<file path="config.mk">
export PLATFORM = sky130hd
export DESIGN_NAME = hazard_ctrl_unit
export DESIGN_NICKNAME = d
export VERILOG_FILES = /design/src/rtl/hazard_pkg.sv /design/src/rtl/hazard_fwd_sel.sv /design/src/rtl/hazard_ctrl_unit.sv
export SDC_FILE = /design/constraint.sdc
export NUM_CORES = 1
export LEC_CHECK = 0
export ABC_CLOCK_PERIOD_IN_PS = 2350
export CORE_MARGIN = 2
export CORE_UTILIZATION = 37
export CTS_BUF_LIST = sky130_fd_sc_hd__clkbuf_16
export DETAILED_ROUTE_END_ITERATION = 10
export PLACE_DENSITY = 0.89
export SYNTH_ARGS = -nofsm -noshare
export SYNTH_HDL_FRONTEND = slang
export SYNTH_SLANG_ARGS = --single-unit
</file>
<file path="constraint.sdc">
create_clock -name clk -period 2.35 [get_ports clk]
set_input_delay 0.235 -clock clk [delete_from_list [all_inputs] [get_ports clk]]
set_output_delay 0.235 -clock clk [all_outputs]
set_load 0.005 [all_outputs]
</file>
<file path="src/rtl/hazard_pkg.sv">
// ---------------------------------------------------------------------------
// hazard_pkg
//   Shared types for the pipeline hazard controller.
//   fwd_sel_e  : bypass source selector driven to the operand muxes
//   hz_state_e : load-use stall sequencer state
// ---------------------------------------------------------------------------
package hazard_pkg;

  typedef enum logic [1:0] {
    FWD_NONE  = 2'b00,
    FWD_EXMEM = 2'b01,
    FWD_MEMWB = 2'b10
  } fwd_sel_e;

  typedef enum logic {
    HZ_IDLE = 1'b0,
    HZ_HOLD = 1'b1
  } hz_state_e;

endpackage

</file>
<file path="src/rtl/hazard_fwd_sel.sv">
// ---------------------------------------------------------------------------
// hazard_fwd_sel
//   Forwarding decision for one source operand.
//   Ports:
//     src, used                    source register index and "actually read"
//     exmem_dst/wr/is_load/result  EX/MEM producer
//     memwb_dst/wr/result          MEM/WB producer
//     en, sel, data                bypass enable, selector, bypass value
//     exmem_match                  live source matches EX/MEM destination
//                                  (used by the top for load-use detection)
// ---------------------------------------------------------------------------
module hazard_fwd_sel
  import hazard_pkg::*;
#(
  parameter int DATA_W   = 24,
  parameter int REG_W    = 4,
  parameter int ZERO_REG = 0
) (
  input  logic [REG_W-1:0]  src,
  input  logic              used,
  input  logic [REG_W-1:0]  exmem_dst,
  input  logic              exmem_wr,
  input  logic              exmem_is_load,
  input  logic [DATA_W-1:0] exmem_result,
  input  logic [REG_W-1:0]  memwb_dst,
  input  logic              memwb_wr,
  input  logic [DATA_W-1:0] memwb_result,
  output logic              en,
  output logic [1:0]        sel,
  output logic [DATA_W-1:0] data,
  output logic              exmem_match
);

  logic     live;
  fwd_sel_e choice;

  // A hard-wired register 0 is never a real dependency.
  assign live = used & ~((ZERO_REG != 0) && (src == '0));

  // A load in EX/MEM has no data yet, so it cannot bypass; the stall
  // sequencer covers that case instead.
  always_comb begin
    choice = FWD_NONE;
    data   = '0;
    if (live && exmem_wr && !exmem_is_load && (src == exmem_dst)) begin
      choice = FWD_EXMEM;
      data   = exmem_result;
    end else if (live && memwb_wr && (src == memwb_dst)) begin
      choice = FWD_MEMWB;
      data   = memwb_result;
    end
  end

  assign sel         = choice;
  assign en          = (choice != FWD_NONE);
  assign exmem_match = live & (src == exmem_dst);

endmodule

</file>
<file path="src/rtl/hazard_ctrl_unit.sv">
// ---------------------------------------------------------------------------
// hazard_ctrl_unit
//   Pipeline hazard controller sitting beside ID/EX: per-source operand
//   forwarding, LD_LAT-cycle load-use stall sequencer, branch flush masking
//   and saturating stall/flush performance counters.
//   Ports:
//     clk, rst                 clock, synchronous active-high reset
//     id_valid                 ID/EX holds a real instruction
//     src_idx, src_used        packed source indices / read flags
//     exmem_*, memwb_*         producer info from EX/MEM and MEM/WB
//     branch_taken             resolved taken branch this cycle
//     fwd_en, fwd_sel, fwd_data  per-source bypass controls and data
//     stall                    hold IF/ID and ID/EX, bubble into EX
//     flush                    per-stage flush
//     stall_cycles, flush_events  saturating perf counters
// ---------------------------------------------------------------------------
module hazard_ctrl_unit
  import hazard_pkg::*;
#(
  parameter int              DATA_W     = 24,
  parameter int              REG_W      = 4,
  parameter int              NSRC       = 3,
  parameter int              LD_LAT     = 1,
  parameter int              NSTAGE     = 5,
  parameter logic [NSTAGE-1:0] FLUSH_MASK = 5'b01110,
  parameter int              ZERO_REG   = 0,
  parameter int              CNT_W      = 16
) (
  input  logic                   clk,
  input  logic                   rst,
  input  logic                   id_valid,
  input  logic [NSRC*REG_W-1:0]  src_idx,
  input  logic [NSRC-1:0]        src_used,
  input  logic [REG_W-1:0]       exmem_dst,
  input  logic                   exmem_wr,
  input  logic                   exmem_is_load,
  input  logic [DATA_W-1:0]      exmem_result,
  input  logic [REG_W-1:0]       memwb_dst,
  input  logic                   memwb_wr,
  input  logic [DATA_W-1:0]      memwb_result,
  input  logic                   branch_taken,
  output logic [NSRC-1:0]        fwd_en,
  output logic [NSRC*2-1:0]      fwd_sel,
  output logic [NSRC*DATA_W-1:0] fwd_data,
  output logic                   stall,
  output logic [NSTAGE-1:0]      flush,
  output logic [CNT_W-1:0]       stall_cycles,
  output logic [CNT_W-1:0]       flush_events
);

  localparam int               LAT_W      = $clog2(LD_LAT + 1);
  localparam logic [LAT_W-1:0] LAT_RELOAD = LAT_W'(LD_LAT - 1);
  localparam logic [LAT_W-1:0] LAT_ONE    = LAT_W'(1);

  logic [NSRC-1:0]  exmem_match;
  logic             luse;
  hz_state_e        state_reg, state_next;
  logic [LAT_W-1:0] cnt_reg, cnt_next;
  logic             stall_next;
  logic [CNT_W-1:0] stall_cycles_reg, flush_events_reg;

  for (genvar gi = 0; gi < NSRC; gi++) begin : g_src
    hazard_fwd_sel #(
      .DATA_W   (DATA_W),
      .REG_W    (REG_W),
      .ZERO_REG (ZERO_REG)
    ) u_fwd_sel (
      .src           (src_idx[gi*REG_W +: REG_W]),
      .used          (src_used[gi]),
      .exmem_dst     (exmem_dst),
      .exmem_wr      (exmem_wr),
      .exmem_is_load (exmem_is_load),
      .exmem_result  (exmem_result),
      .memwb_dst     (memwb_dst),
      .memwb_wr      (memwb_wr),
      .memwb_result  (memwb_result),
      .en            (fwd_en[gi]),
      .sel           (fwd_sel[gi*2 +: 2]),
      .data          (fwd_data[gi*DATA_W +: DATA_W]),
      .exmem_match   (exmem_match[gi])
    );
  end

  assign luse = id_valid & exmem_wr & exmem_is_load & (|exmem_match);

  // The first stall cycle is spent in IDLE; HOLD covers the remaining
  // LD_LAT-1 cycles, so a single-cycle latency never leaves IDLE.
  always_comb begin
    state_next = state_reg;
    cnt_next   = cnt_reg;
    stall_next = 1'b0;
    if (branch_taken) begin
      state_next = HZ_IDLE;
      cnt_next   = '0;
    end else begin
      case (state_reg)
        HZ_IDLE: begin
          if (luse) begin
            stall_next = 1'b1;
            if (LD_LAT > 1) begin
              state_next = HZ_HOLD;
              cnt_next   = LAT_RELOAD;
            end
          end
        end
        HZ_HOLD: begin
          stall_next = 1'b1;
          cnt_next   = cnt_reg - LAT_ONE;
          if (cnt_reg == LAT_ONE) begin
            state_next = HZ_IDLE;
          end
        end
        default: begin
          state_next = HZ_IDLE;
          cnt_next   = '0;
        end
      endcase
    end
  end

  // Reset masks the control outputs immediately, before state is cleared.
  assign stall = stall_next & ~rst;
  assign flush = (branch_taken && !rst) ? FLUSH_MASK : '0;

  always_ff @(posedge clk) begin
    if (rst) begin
      state_reg        <= HZ_IDLE;
      cnt_reg          <= '0;
      stall_cycles_reg <= '0;
      flush_events_reg <= '0;
    end else begin
      state_reg <= state_next;
      cnt_reg   <= cnt_next;
      if (stall && (stall_cycles_reg != '1)) begin
        stall_cycles_reg <= stall_cycles_reg + CNT_W'(1);
      end
      if (branch_taken && (flush_events_reg != '1)) begin
        flush_events_reg <= flush_events_reg + CNT_W'(1);
      end
    end
  end

  assign stall_cycles = stall_cycles_reg;
  assign flush_events = flush_events_reg;

endmodule

</file>
; Yosys cells after proc, flatten, opt, wreduce, memory -nomap -nowiden
; Index checks and enable logic that the tools add are counted.
[op_classes]
n_addsub = 3
eq_ne = 8
mux = 17
n_bitwise = 9
reduce_logical = 26
[ops]
columns = cell, n
row1 = 24-bit 2-to-1 mux, 6
row2 = "16-bit by 1-bit adder with 16-bit output, second input constant", 2
row3 = "16-bit inequality test, second input constant", 2
row4 = 4-bit == test, 6
row5 = 1-bit logical AND, 18
row6 = 2-bit 2-to-1 mux, 6
row7 = 1-bit AND, 7
row8 = 2-bit nonzero test, 3
row9 = 3-bit OR reduction, 2
row10 = 4-bit 2-to-1 mux, 1
row11 = 1-bit 2-to-1 mux, 3
row12 = 1-bit logical NOT, 2
row13 = 1-bit inverter, 2
row14 = 1-bit one-hot mux with 2 select lines, 1
row15 = 2-bit OR reduction, 1
row16 = "1-bit subtractor, second input constant", 1
[word_totals]
regBits = 34
inputBits = 78
output_inout_bits = 119
word_cells = 67

; Logic depth before layout (Yosys ltp)
; Gate-level depths: netlist of the first run.
[logic_depth]
depth_word = 9
mapped_depth = 8
mapped_depth_nobuf = 7

; By module
; A second synthesis of the first run with hierarchy kept.
[unflattened]
hier_cells = 508
area_unflattened_um2 = 4390.5
[modules_own_cells]
columns = mod, n_inst, cells_each, area_per_inst_um2, seq_area_each_um2
row1 = hazard_fwd_sel, 3, 101, 889.6, 0.0
row2 = hazard_ctrl_unit, 1, 205, 1721.7, 680.7

; Least setup slack after synthesis of the first run
; No wires, ideal clock.
[synth_path]
path_kind = flip-flop to flip-flop
startpoint = register flush_events_reg[0] (netlist: flush_events[0])
endpoint = register flush_events_reg[10] (netlist: flush_events[10])
setup_ps = 128
t_arrival_ps = 1678
required_ps = 2222
setup_slack_ps = 544
path_stages_with_launch = 9
path_buffers = 1
synth_period_minus_slack_ps = 1806
path_cell_list = dfxtp_1 -> ha_1 -> inv_1 -> nor2_1 -> a41oi_1 -> buf_2 -> and4_1 -> xnor2_1 -> nor2_1
[synth_via]
elab_chain_len = 2
word_cells_on_any_way = 3
classes_between = 1 x add/sub / 1 x eq/ne / 1 x reduce/logical
[synth_lines]
columns = element, line_no
row1 = "start, declared", hazard_ctrl_unit.sv:60  ; logic [CNT_W-1:0] stall_cycles_reg, flush_events_reg;
row2 = "start signal, assigned", hazard_ctrl_unit.sv:138  ; flush_events_reg <= flush_events_reg + CNT_W'(1);
row3 = branches (longest 2 deep; another with 16-bit by 1-bit adder with 16-bit output), --
; Parallel ways; which one is timed is not known.
; A chain may end at the register's enable or synchronous reset.

; Worst setup path after layout of the first run
[layout_path]
startpoint = input port memwb_dst[1]
endpoint = output port fwd_data[12]
[layout_via]
elab_chain_len = 4
[layout_lines]
columns = element, line_no
row1 = "start, declared", hazard_ctrl_unit.sv:38  ; input logic [REG_W-1:0] memwb_dst,
row2 = 4-bit == test, hazard_fwd_sel.sv:48  ; end else if (live && memwb_wr && (src == memwb_dst)) begin
row3 = 1-bit logical AND, hazard_fwd_sel.sv:48
row4 = 24-bit 2-to-1 mux, hazard_fwd_sel.sv:48
row5 = 24-bit 2-to-1 mux, hazard_fwd_sel.sv:45  ; if (live && exmem_wr && !exmem_is_load && (src == exmem_dst)) begin
row6 = "end, declared", hazard_ctrl_unit.sv:44  ; output logic [NSRC*DATA_W-1:0] fwd_data,
; Every way passes these cells.

==> results.md, run 1 <==
- Largest net degree at the start of global routing: 37
- Cell taking the most area after synthesis: sky130_fd_sc_hd__dfxtp_1
- Category of the worst setup path launch point: input pin
- Run status: finished with violations
- Fill cells: approximately 640
- Arithmetic-cell share of the synthesized area counting full adders, half adders and majority gates: 0.825%
- Multiplexer area fraction after synthesis: roughly 1.4%
- Final critical path time including I/O delays and setup: ~2.4 ns
- Fraction of synthesized cell area in xor and xnor cells: 10.4%
- Post-Syn Instances: about 490
- Post-detailed-route wirelength per cell: 17.5 µm
- Port Buffer Count: 194
- Detail Placement HPWL: approximately 9800 µm
- Clock tree from TritonCTS: yes
- Drt via density: 5.70
- Overall global routing resource usage: 30.7%
- TNS Setup: -0.0197 ns
- Detailed-route DRC error count: 0
- Area growth syn-to-layout: 91.7%
- Fraction of final layout cells sized beyond drive strength 1: between 10% and 20%
- Commonest cells in the synthesized netlist: sky130_fd_sc_hd__nand2_1, sky130_fd_sc_hd__nand3_1, sky130_fd_sc_hd__dfxtp_1, sky130_fd_sc_hd__xor2_1, sky130_fd_sc_hd__nor2_1
- Horizontal extent of the die: around 95 µm
- GP Congestion: 0.915
- Arrival time of data at the critical path endpoint: 2.13 ns
- Clock insertion delay at the later pin of the skew report: roughly 0.28 ns
- Area contributors post-synth: sky130_fd_sc_hd__dfxtp_1, sky130_fd_sc_hd__nand2_1, sky130_fd_sc_hd__nand3_1
- Data required, critical path: 2.12 ns
- Layout net count: 793
- Final Core Density: 71.8%
- Detailed-routing iteration count for the pre-antenna-repair pass: 7
- Via count of the first global-routing pass: 4390
- Highest Clock Rate: 0.422 GHz
- Complex-gate fraction of the synthesized area: 7.39%
- P per Cell Area: about 280 nW/µm²
- Initial Util: between 30% and 40%
- Maximum VDD drop: 0.000237 V
- Routed Antenna Nets: 0
- Worst-path cell chain: dlygate4sd2_1 > xnor2_1 > nand3_1 > nor4_4 > buf_4 > buf_12 > buf_4 > nand3_1 > nand2_1 > dlygate4sd2_1
- Largest buffer count on any clock path: 2
- Count of flip-flops with a built-in enable after synthesis: 0
- Failing checks: negative setup slack
- Yosys reg bits: 34
- Crit share post-route: 101%
- First-pass GRT wire length: 21900 µm
- Type of the tightest min-delay check: reg -> reg
- Total vias in the final route: 4667
- Routed Wire Length: 14400 µm
- Min setup slack post-route: -0.0197 ns
- Number of antenna violations at the first check in global routing: 0
- Core region area: approximately 8000 µm²
- Total inserted antenna cells: 0
- Number of levels in the clock H-tree: 2
- Fraction of the yosys area taken by sequential cells: 22.5%
- I/O Pins: 197
- Worst path bufs/invs: 5
- Final slew viol count: 0
- Longest individual stage delay on the worst path: 0.30 ns
- Count of different cell masters after synthesis: 38
- Hold-fix buffer count after cts: 0
- Ys Warns: 0
- Standard-cell row count: 33
- Critical path type: in -> out
- Root buffer selected by CTS: sky130_fd_sc_hd__clkbuf_16
- Most common cell in the synthesized netlist: sky130_fd_sc_hd__nand2_1
- Synth top area share: 22.5%
- Overflow left after global routing: 0
- Cell family with most CP delay: buffers and inverters
- Number of clock buffers inserted by TritonCTS: 5
- Total of max-cap violations: 0
- Synthesized cell area: between 3000 and 4000 µm²
- Highest net fanout along the worst path: 9
- Total of endpoints with negative setup slack in the final report: 1
- Setup crit end kind: output port
- Final hold viol count: 0
- Dominant combinational cell family by area after synthesis: simple AND/OR/NAND/NOR gates
- Area share of and/or/nand/nor cells after synthesis: 51.2%
- Number of violations reported at the end of detailed-routing iteration 0: ~470
- Clock-pin slew on the worst setup and hold paths: 0.05 ns
- DIE HEIGHT: 94.5 µm
- TritonCTS Sinks: 34
- Slowest stage cell, crit path: sky130_fd_sc_hd__dlygate4sd2_1
- Worst clock skew: ~0.0076 ns
- Fraction of registers with async set or reset after synthesis: 0%
- Total die area: about 8900 µm²
- Standby leakage power: 3.00 nW
- Most frequently used flop master after synthesis: sky130_fd_sc_hd__dfxtp_1
- Avg Inst Size Synth: approximately 6.3 µm²
[cells by family after synthesis]
| family | count (synthesis) |
|---|---|
| simple gates | 331 |
| buf+inv | 42 |
| other cells | 1 |
| flops | 34 |
| fa+ha+maj | 2 |
| compound gates | 35 |
| mux | 4 |
| xor+xnor | 36 |
[worst paths after layout]
| check | slack [ns] | start | cells past startpoint | end |
|---|---|---|---|---|
| worst max-delay path | -0.02 | memwb_dst[1] | 10 | fwd_data[12] |
| worst min-delay path | 0.45 | cnt_reg | 1 | state_reg |
| worst max register to register | 0.32 | flush_events[6] | 7 | flush_events[7] |
| worst min register to register | 0.45 | cnt_reg | 1 | state_reg |
[timing repair]
action,4_1_cts,5_1_grt
buffers inserted,15,8
pin swaps,9,6
setup endpoints to repair,86,40
gates resized for setup,108,40
cloned,7,0
[metal layers]
| layer | wire, µm | part of all wire [%] | vias to the layer above | GRT usage, % |
|---|---|---|---|---|
| li1 | - | - | 2111 | - |
| met1 | 5130 | 36 | 2130 | 37.0 |
| met2 | 7060 | 49 | 332 | 51.9 |
| met3 | 1220 | 8.5 | 94 | 5.27 |
| met4 | 942 | 6.6 | 0 | 16.8 |
| met5 | 0 | 0 | - | 0 |
[area by class of cell]
| class | instances | area [µm²] | share of cell area, % |
|---|---|---|---|
| inverter | 8 | 35.0 | 0.603 |
| timing repair buffer | 254 | 2520 | 43.3 |
| clock buffer | 5 | 125 | 2.15 |
| clock inverter | 3 | 12.5 | 0.215 |
| tap | 105 | 131 | 2.26 |
| sequential | 34 | 681 | 11.7 |
| multi-input combinational | 410 | 2310 | 39.8 |
[through the flow]
step                hold slack [ns]  setup slack (ns)  total power [W]  instances  area [µm²]
floorplan                     0.312             0.544         0.000718        486        3040
global placement              0.429            -0.291         0.000988        782        5300
detailed placement            0.446            -0.352         0.000998        782        5300
CTS                           0.454         0.0000380          0.00161        812        5710
global route                  0.478           -0.0565          0.00168        819        5810
finish                        0.452           -0.0197          0.00163        819        5810
[cells in the final DEF, fill, tap and decap left out, types with 6 or more instances in the layout]
cell type / n
sky130_fd_sc_hd__nor4_4: 6
sky130_fd_sc_hd__or4_1: 8
sky130_fd_sc_hd__nand2_1: 156
sky130_fd_sc_hd__dfxtp_1: 34
sky130_fd_sc_hd__nor2_1: 25
sky130_fd_sc_hd__clkbuf_2: 8
sky130_fd_sc_hd__nand4_1: 7
sky130_fd_sc_hd__clkdlybuf4s50_1: 95
sky130_fd_sc_hd__buf_4: 42
sky130_fd_sc_hd__xnor2_1: 6
sky130_fd_sc_hd__buf_12: 7
sky130_fd_sc_hd__dlygate4sd2_1: 76
sky130_fd_sc_hd__inv_1: 6
sky130_fd_sc_hd__dlymetal6s2s_1: 13
sky130_fd_sc_hd__o31ai_1: 6
sky130_fd_sc_hd__a21oi_1: 13
sky130_fd_sc_hd__xor2_1: 22
sky130_fd_sc_hd__and2_1: 6
sky130_fd_sc_hd__nand3_1: 88
sky130_fd_sc_hd__buf_6: 6
[power breakdown]
group          switching [W]  internal [W]  total, W
Combinational       0.000206      0.000227  0.000434
Sequential        0.00000557      0.000581  0.000587
Clock               0.000230      0.000382  0.000613
Total               0.000442       0.00119   0.00163
No activity file was read; power rests on OpenSTA's default activity.
==> run 2: changes to the inputs <==
--- a/config.mk
+++ b/config.mk
@@ -7,10 +7,11 @@
 export LEC_CHECK = 0
 export ABC_CLOCK_PERIOD_IN_PS = 2350
 export CORE_MARGIN = 2
-export CORE_UTILIZATION = 37
+export CORE_UTILIZATION = 35
 export CTS_BUF_LIST = sky130_fd_sc_hd__clkbuf_16
 export DETAILED_ROUTE_END_ITERATION = 10
-export PLACE_DENSITY = 0.89
+export GPL_ROUTABILITY_DRIVEN = 0
+export PLACE_DENSITY = 0.85
 export SYNTH_ARGS = -nofsm -noshare
 export SYNTH_HDL_FRONTEND = slang
 export SYNTH_SLANG_ARGS = --single-unit
==> run 2 against run 1 <==
Net effect: clock skew is 0.0045 ns lower; via count is 5.5% lower; sequential cell count stayed put; critical endpoint is now fwd_en[2]; sequential power hardly changed; largest power group unchanged; count of clock-buffer cells in the layout stayed put; setup slack better by 0.070 ns; the run now ends clean; non-clock buffer count is 11 lower.
==> results.md, run 2 (same netlist as run 1, synthesis figures left out) <==
- TritonCTS Sinks: 34 (unchanged)
- Tightest hold margin: 0.447 ns (-0.00519 ns)
- Destination of the worst hold path: state_reg
- Longest individual stage delay on the worst path: 0.49 ns (+0.19 ns)
- Largest net degree at the start of global routing: 36 (-2.7%)
- Setup crit end kind: output port
- R2r startpoint: flush_events[5]
- Arrival time of data at the critical path endpoint: 2.06 ns (-0.07 ns)
- Clock insertion delay at the later pin of the skew report: 0.28 ns (about the same)
- Maximum VDD drop: 0.000254 V (+7.3%)
- Worst clock skew: 0.00311 ns (-0.00447 ns)
- Final slew viol count: 0 (unchanged)
- Hold Crit Start: cnt_reg
- Commonest non-fill, non-tap cell in the layout: sky130_fd_sc_hd__nand2_1
- Hold Path Cell Cnt: 1 (unchanged)
- Slowest stage cell, crit path: sky130_fd_sc_hd__clkdlybuf4s50_1
- Standby leakage power: 2.84 nW (-5.2%)
- Top library cells by usage in the layout, fill and taps aside: sky130_fd_sc_hd__nand2_1, sky130_fd_sc_hd__clkdlybuf4s50_1, sky130_fd_sc_hd__nand3_1
- Area growth syn-to-layout: 89.6%
- TNS Setup: 0 ns (+0.0197 ns)
- Cell family with most CP delay: buffers and inverters
- Clock-pin slew on the worst setup and hold paths: 0.05 ns (about the same)
- Detailed-route DRC error count: 0 (unchanged)
- Post-detailed-route wirelength per cell: 16.7 µm (-4.5%)
- Routed Antenna Nets: 0 (unchanged)
- Final hold viol count: 0 (unchanged)
- Highest Clock Rate: 0.435 GHz (+3.1%)
- Routed Wire Length: 13500 µm (-5.9%)
- Layout net count: 782 (-1.4%)
- Min setup slack post-route: 0.0505 ns (+0.0702 ns)
- Total inserted antenna cells: 0 (unchanged)
- Combined flip-flop and latch cell area: 681 µm² (unchanged)
- Destination of the worst register-to-register timing path: flush_events[7]
- Overflow left after global routing: 0 (unchanged)
- Largest buffer count on any clock path: 2 (unchanged)
- Overall power of the completed layout: 0.00160 W (-1.8%)
- Fraction of final layout cells sized beyond drive strength 1: 11.0% (-3.2 points)
- Worst path bufs/invs: 5 (unchanged)
- Area occupied by multi-input gates: 2270 µm² (-1.7%)
- Post-Layout Inst Area: 5750 µm² (-1.1%)
- Run status: complete, no violations
- Initial Util: 36.5% (-0.93 points)
- Total of endpoints with negative setup slack in the final report: 0 (-1)
- I/O Pins: 197 (unchanged)
- Setup repair after global routing missed its margin: yes
- Pre-CTS setup slack: -0.286 ns (+0.0668 ns)
- Standard-cell row count: 33 (unchanged)
- Drt via density: 5.46 (-4.1%)
- Total die area: 9420 µm² (+5.5%)
- Fill cells: 693 (+8.6%)
- Total vias in the final route: 4409 (-5.5%)
- Overall global routing resource usage: 27.3% (-3.4 points)
- Number of antenna violations at the first check in global routing: 0 (unchanged)
- Worst-path cell chain: dlygate4sd2_1 > xor2_2 > nor4_4 > nand2_1 > inv_2 > buf_12 > buf_16 > or2_1 > clkdlybuf4s50_1
- Category of the worst setup path launch point: input pin
- Crit share post-route: 97.8% (-3.0 points)
- Detail Placement HPWL: 9570 µm (-2.7%)
- Port Buffer Count: 194 (unchanged)
- Final critical path time including I/O delays and setup: 2.30 ns (-0.0702 ns)
- Highest net fanout along the worst path: 13 (+4)
- DIE HEIGHT: 97.1 µm (+2.7%)
- Total of max-cap violations: 0 (unchanged)
- Number of violations reported at the end of detailed-routing iteration 0: 371 (-22%)
- Data required, critical path: 2.12 ns (about the same)
- Number of levels in the clock H-tree: 2 (unchanged)
- First-pass GRT wire length: 21400 µm (-2.6%)
- P per Cell Area: 279 nW/µm² (-0.74%)
- Clock tree from TritonCTS: yes
- Hold-fix buffer count after cts: 0 (unchanged)
- Critical path type: in -> out
- Core region area: 8300 µm² (+2.6%)
- R2R cell count: 7 (unchanged)
- Type of the tightest min-delay check: reg -> reg
- Detailed-routing iteration count for the pre-antenna-repair pass: 7 (unchanged)
- Root buffer selected by CTS: sky130_fd_sc_hd__clkbuf_16
- Placed cell area: 5290 µm² (-0.28%)
- Number of clock buffers inserted by TritonCTS: 5 (unchanged)
- Worst-case register-to-register setup slack: 0.32 ns (about the same)
- Via count of the first global-routing pass: 4240 (-3.4%)
- Horizontal extent of the die: 97.1 µm (+2.7%)
-- run 2: cell types whose count changed in the layout (fill, tap and decap cells not counted), sizes merged --
cell	delta
buf	-11
dlygate4sd2	+11
dlymetal6s2s	-9
clkbuf	-6
clkdlybuf4s15	+3
clkdlybuf4s50	+1
clkinv	-1
-- run 2: timing repair --
item                                    CTS  global route
hold endpoints to repair                  0             0
resized for setup                       122            13
setup buffers                            12             3
endpoints found under the setup margin   82            40
pin swaps                                 9             8
gates cloned                              6             0
-- run 2: cell type report --
type                    count  share of cell area [%]
clock buffers               5                    2.18
flip-flops and latches     34                    11.8
repair buffers            243                    43.4
multi-input cells         410                    39.5
well taps                 105                    2.29
inverters                   8                   0.609
clock inverters             2                   0.131
-- run 2: power by group --
group	total [W]	internal (W)	leakage, nW	switching (W)
clock	0.000607	0.000378	0.0723	0.000229
sequential	0.000586	0.000581	0.274	0.00000524
combinational	0.000410	0.000221	2.50	0.000189
-- run 2: per-stage QoR --
step,util (%),cells
after floorplan,-,486
after global placement,63.7,780
after detailed placement,63.7,780
after CTS,68.8,804
after global routing,69.3,807
final,69.3,807
-- run 2: how the worst max path moves through the flow --
stage	startpoint	to	slack, ns	depth (start not counted)
finish	src_idx[10]	fwd_en[2]	0.05	9
global route	src_idx[11]	fwd_en[2]	-0.03	9
CTS	src_idx[8]	fwd_en[2]	0.005	10
detailed placement	exmem_dst[2]	fwd_data[48]	-0.29	9
global placement	exmem_dst[3]	fwd_data[48]	-0.28	9
floorplan	flush_events[0]	flush_events[10]	0.54	8
-- run 2: routing by layer --
metal,vias to the layer above,wire length [µm],track usage (%)
met5,-,0,0
met4,0,550,13.7
met3,51,1010,4.82
met2,254,6730,47.1
li1,2088,-,-
met1,2016,5210,32.5
==> run 3: changes to the inputs <==
--- a/config.mk
+++ b/config.mk
@@ -5,13 +5,13 @@
 export SDC_FILE = /design/constraint.sdc
 export NUM_CORES = 1
 export LEC_CHECK = 0
-export ABC_CLOCK_PERIOD_IN_PS = 2350
+export ABC_CLOCK_PERIOD_IN_PS = 1800
 export CORE_MARGIN = 2
-export CORE_UTILIZATION = 35
+export CORE_UTILIZATION = 34
 export CTS_BUF_LIST = sky130_fd_sc_hd__clkbuf_16
 export DETAILED_ROUTE_END_ITERATION = 10
 export GPL_ROUTABILITY_DRIVEN = 0
-export PLACE_DENSITY = 0.85
+export PLACE_DENSITY = 0.86
 export SYNTH_ARGS = -nofsm -noshare
 export SYNTH_HDL_FRONTEND = slang
 export SYNTH_SLANG_ARGS = --single-unit
==> constraint.sdc (replaced) <==
create_clock -name clk -period 1.8 [get_ports clk]
set_input_delay 0.18 -clock clk [delete_from_list [all_inputs] [get_ports clk]]
set_output_delay 0.18 -clock clk [all_outputs]
set_load 0.005 [all_outputs]
==> run 3 against run 2 <==
Net effect: the run now ends with design-rule violations, negative setup slack left; via count increased by 29%; sequential power increased by 30%; count of clock-buffer cells in the layout unchanged; register-to-register slack got worse by 0.42 ns; worst hold slack got worse by 0.14 ns; total power increased by 72%; clock power increased by 89%; combinational power increased by 110%; clock skew increased by 0.0092 ns; routed wire length increased by 72%; die area increased by 2.8%; critical path depth increased by 1; largest power group unchanged.
==> results.md, run 3 (same netlist as run 1, synthesis figures left out) <==
- Detailed-routing iteration count for the pre-antenna-repair pass: 11 (+4)
- Final Core Density: 85.4% (+16 points)
- Total of max-cap violations: 0 (unchanged)
- Failing checks: design-rule violations, negative setup slack
- P per Cell Area: 372 nW/µm² (+34%)
- Inst Count DP: 817 (+4.7%)
- Commonest non-fill, non-tap cell in the layout: sky130_fd_sc_hd__nand2_1
- Number of clock buffers inserted by TritonCTS: 5 (unchanged)
- TNS Setup: -3.19 ns (-3.19 ns)
- First-pass GRT wire length: 28400 µm (+33%)
- I/O Pins: 197 (unchanged)
- DIE HEIGHT: 98.4 µm (+1.4%)
- Category of the worst setup path launch point: input pin
- Via count of the first global-routing pass: 5293 (+25%)
- Detail Placement HPWL: 10200 µm (+6.3%)
- Fill cells: 387 (-44%)
- Total of endpoints with negative setup slack in the final report: 70 (+70)
- Total die area: 9690 µm² (+2.8%)
- Placed cell area: 5540 µm² (+4.7%)
- Critical path type: in -> out
- Worst clock skew: 0.0123 ns (+0.00918 ns)
- Worst-path cell chain: buf_8 > xor2_2 > nor4_4 > nand2_2 > clkinv_4 > buf_16 > buf_4 > nand2_2 > nand2_1 > buf_6
- Post-detailed-route wirelength per cell: 26.0 µm (+55%)
- Standby leakage power: 3.35 nW (+18%)
- Fraction of final layout cells sized beyond drive strength 1: 50.8% (+40 points)
- Dominant cell type by count on the critical path: sky130_fd_sc_hd__nand2_2
- Overall global routing resource usage: 37.4% (+10 points)
- Run status: finished with violations
- Standard-cell row count: 34 (+3.0%)
- Drt via density: 6.36 (+16%)
- Setup crit end kind: output port
- Routed Antenna Nets: 0 (unchanged)
- Initial Util: 34.9% (-1.6 points)
- Largest buffer count on any clock path: 2 (unchanged)
- Number of antenna violations at the first check in global routing: 2 (+2)
- Horizontal extent of the die: 98.4 µm (+1.4%)
- Core region area: 8680 µm² (+4.6%)
- Final hold viol count: 0 (unchanged)
- Port Buffer Count: 194 (unchanged)
- Maximum VDD drop: 0.000378 V (+49%)
- Overflow left after global routing: 0 (unchanged)
- Final slew viol count: 0 (unchanged)
- Total vias in the final route: 5674 (+29%)
- Crit share post-route: 110%
- Area growth syn-to-layout: 144%
- Highest net fanout along the worst path: 7 (-6)
- Detailed-route DRC error count: 20 (+20)
- Slowest stage cell, crit path: sky130_fd_sc_hd__nor4_4
- Top library cells by usage in the layout, fill and taps aside: sky130_fd_sc_hd__nand2_1, sky130_fd_sc_hd__clkdlybuf4s50_1, sky130_fd_sc_hd__buf_2
- Routed Wire Length: 23200 µm (+72%)
- Setup repair after global routing missed its margin: yes
- Tightest hold margin: 0.305 ns (-0.142 ns)
- Arrival time of data at the critical path endpoint: 1.80 ns (-0.26 ns)
- Longest individual stage delay on the worst path: 0.37 ns (-0.12 ns)
- Post-Layout Inst Area: 7410 µm² (+29%)
- Clock-pin slew on the worst setup and hold paths: 0.07 ns (+0.02 ns)
- Largest net degree at the start of global routing: 23 (-36%)
- TritonCTS Sinks: 34 (unchanged)
- Worst-case register-to-register setup slack: -0.10 ns (-0.42 ns)
- Highest Clock Rate: approximately 0.5 GHz
- Final critical path time including I/O delays and setup: 1.98 ns
- Number of standard cells in the final layout excluding fillers: 892 (+11%)
- Type of the tightest min-delay check: in -> reg
- Clock tree from TritonCTS: yes
- Number of violations reported at the end of detailed-routing iteration 0: 812 (+120%)
- Layout net count: 862 (+10%)
- Data required, critical path: 1.62 ns (-0.50 ns)
- Clock insertion delay at the later pin of the skew report: 0.29 ns (about the same)
- Number of levels in the clock H-tree: 2 (unchanged)
- Combined flip-flop and latch cell area: 688 µm² (+1.1%)
- Min setup slack post-route: -0.177 ns (-0.227 ns)
- Area occupied by multi-input gates: 3170 µm² (+39%)
- Root buffer selected by CTS: sky130_fd_sc_hd__clkbuf_16
run 3: cell types whose count changed in the layout (fill, tap and decap cells not counted), moves of 34 or more:
cell and delta:
sky130_fd_sc_hd__nand2_2 +34, sky130_fd_sc_hd__nand3_1 -44, sky130_fd_sc_hd__buf_4 +35, sky130_fd_sc_hd__nand2_1 -38
sky130_fd_sc_hd__buf_6 +52, sky130_fd_sc_hd__dlygate4sd2_1 -79, sky130_fd_sc_hd__buf_2 +68
run 3: path summary, 6_finish.rpt:
kind	cells after the start	end	from
setup / recovery	10	fwd_data[40]	exmem_dst[3]
hold / removal	3	cnt_reg	branch_taken
setup reg to reg	8	flush_events[10]	flush_events[1]
hold reg to reg	1	state_reg	cnt_reg
run 3: cell type report:
cell class	count	area share [%]
well taps	108	1.82
diodes	1	0.0338
multi-input cells	410	42.8
flip-flops and latches	34	9.29
inverters	8	0.574
repair buffers	323	42.9
clock inverters	3	0.929
clock buffers	5	1.69
run 3: per-layer routing:
| layer | vias to the layer above | GRT usage, % | wire, µm |
|---|---|---|---|
| met5 | - | 0 | 0 |
| met4 | 0 | 26.8 | 2390 |
| met3 | 252 | 15.6 | 2620 |
| met2 | 563 | 59.9 | 10800 |
| met1 | 2613 | 39.7 | 7400 |
| li1 | 2246 | - | - |
run 3: timing repair:
| action | CTS | global route |
|---|---|---|
| gates resized for setup | 505 | 222 |
| pin swaps | 56 | 74 |
| setup endpoints to repair | 99 | 108 |
| hold buffers | 0 | 0 |
| cloned | 17 | 2 |
| buffers inserted | 42 | 19 |
run 3: worst max-delay path, delay by kind of cell:
| family | cells | cell delay [ns] |
|---|---|---|
| simple gates | 4 | 0.75 |
| xor+xnor | 1 | 0.20 |
| buf+inv | 5 | 0.65 |
run 3: power by group:
| group | switching [W] | leakage [nW] | total (W) | internal (W) |
|---|---|---|---|---|
| clock | 0.000353 | 0.0940 | 0.00115 | 0.000796 |
| sequential | 0.00000548 | 0.276 | 0.000761 | 0.000756 |
| combinational | 0.000422 | 2.98 | 0.000847 | 0.000425 |
| total | 0.000781 | 3.35 | 0.00276 | 0.00198 |
run 3: per-stage QoR:
stage / worst slack (ns) / power (W)
2_1_floorplan: 0.0459 / 0.000937
3_3_place_gp: -0.737 / 0.00132
3_5_place_dp: -0.867 / 0.00133
4_1_cts: -0.109 / 0.00255
5_1_grt: -0.348 / 0.00281
6_report: -0.177 / 0.00276
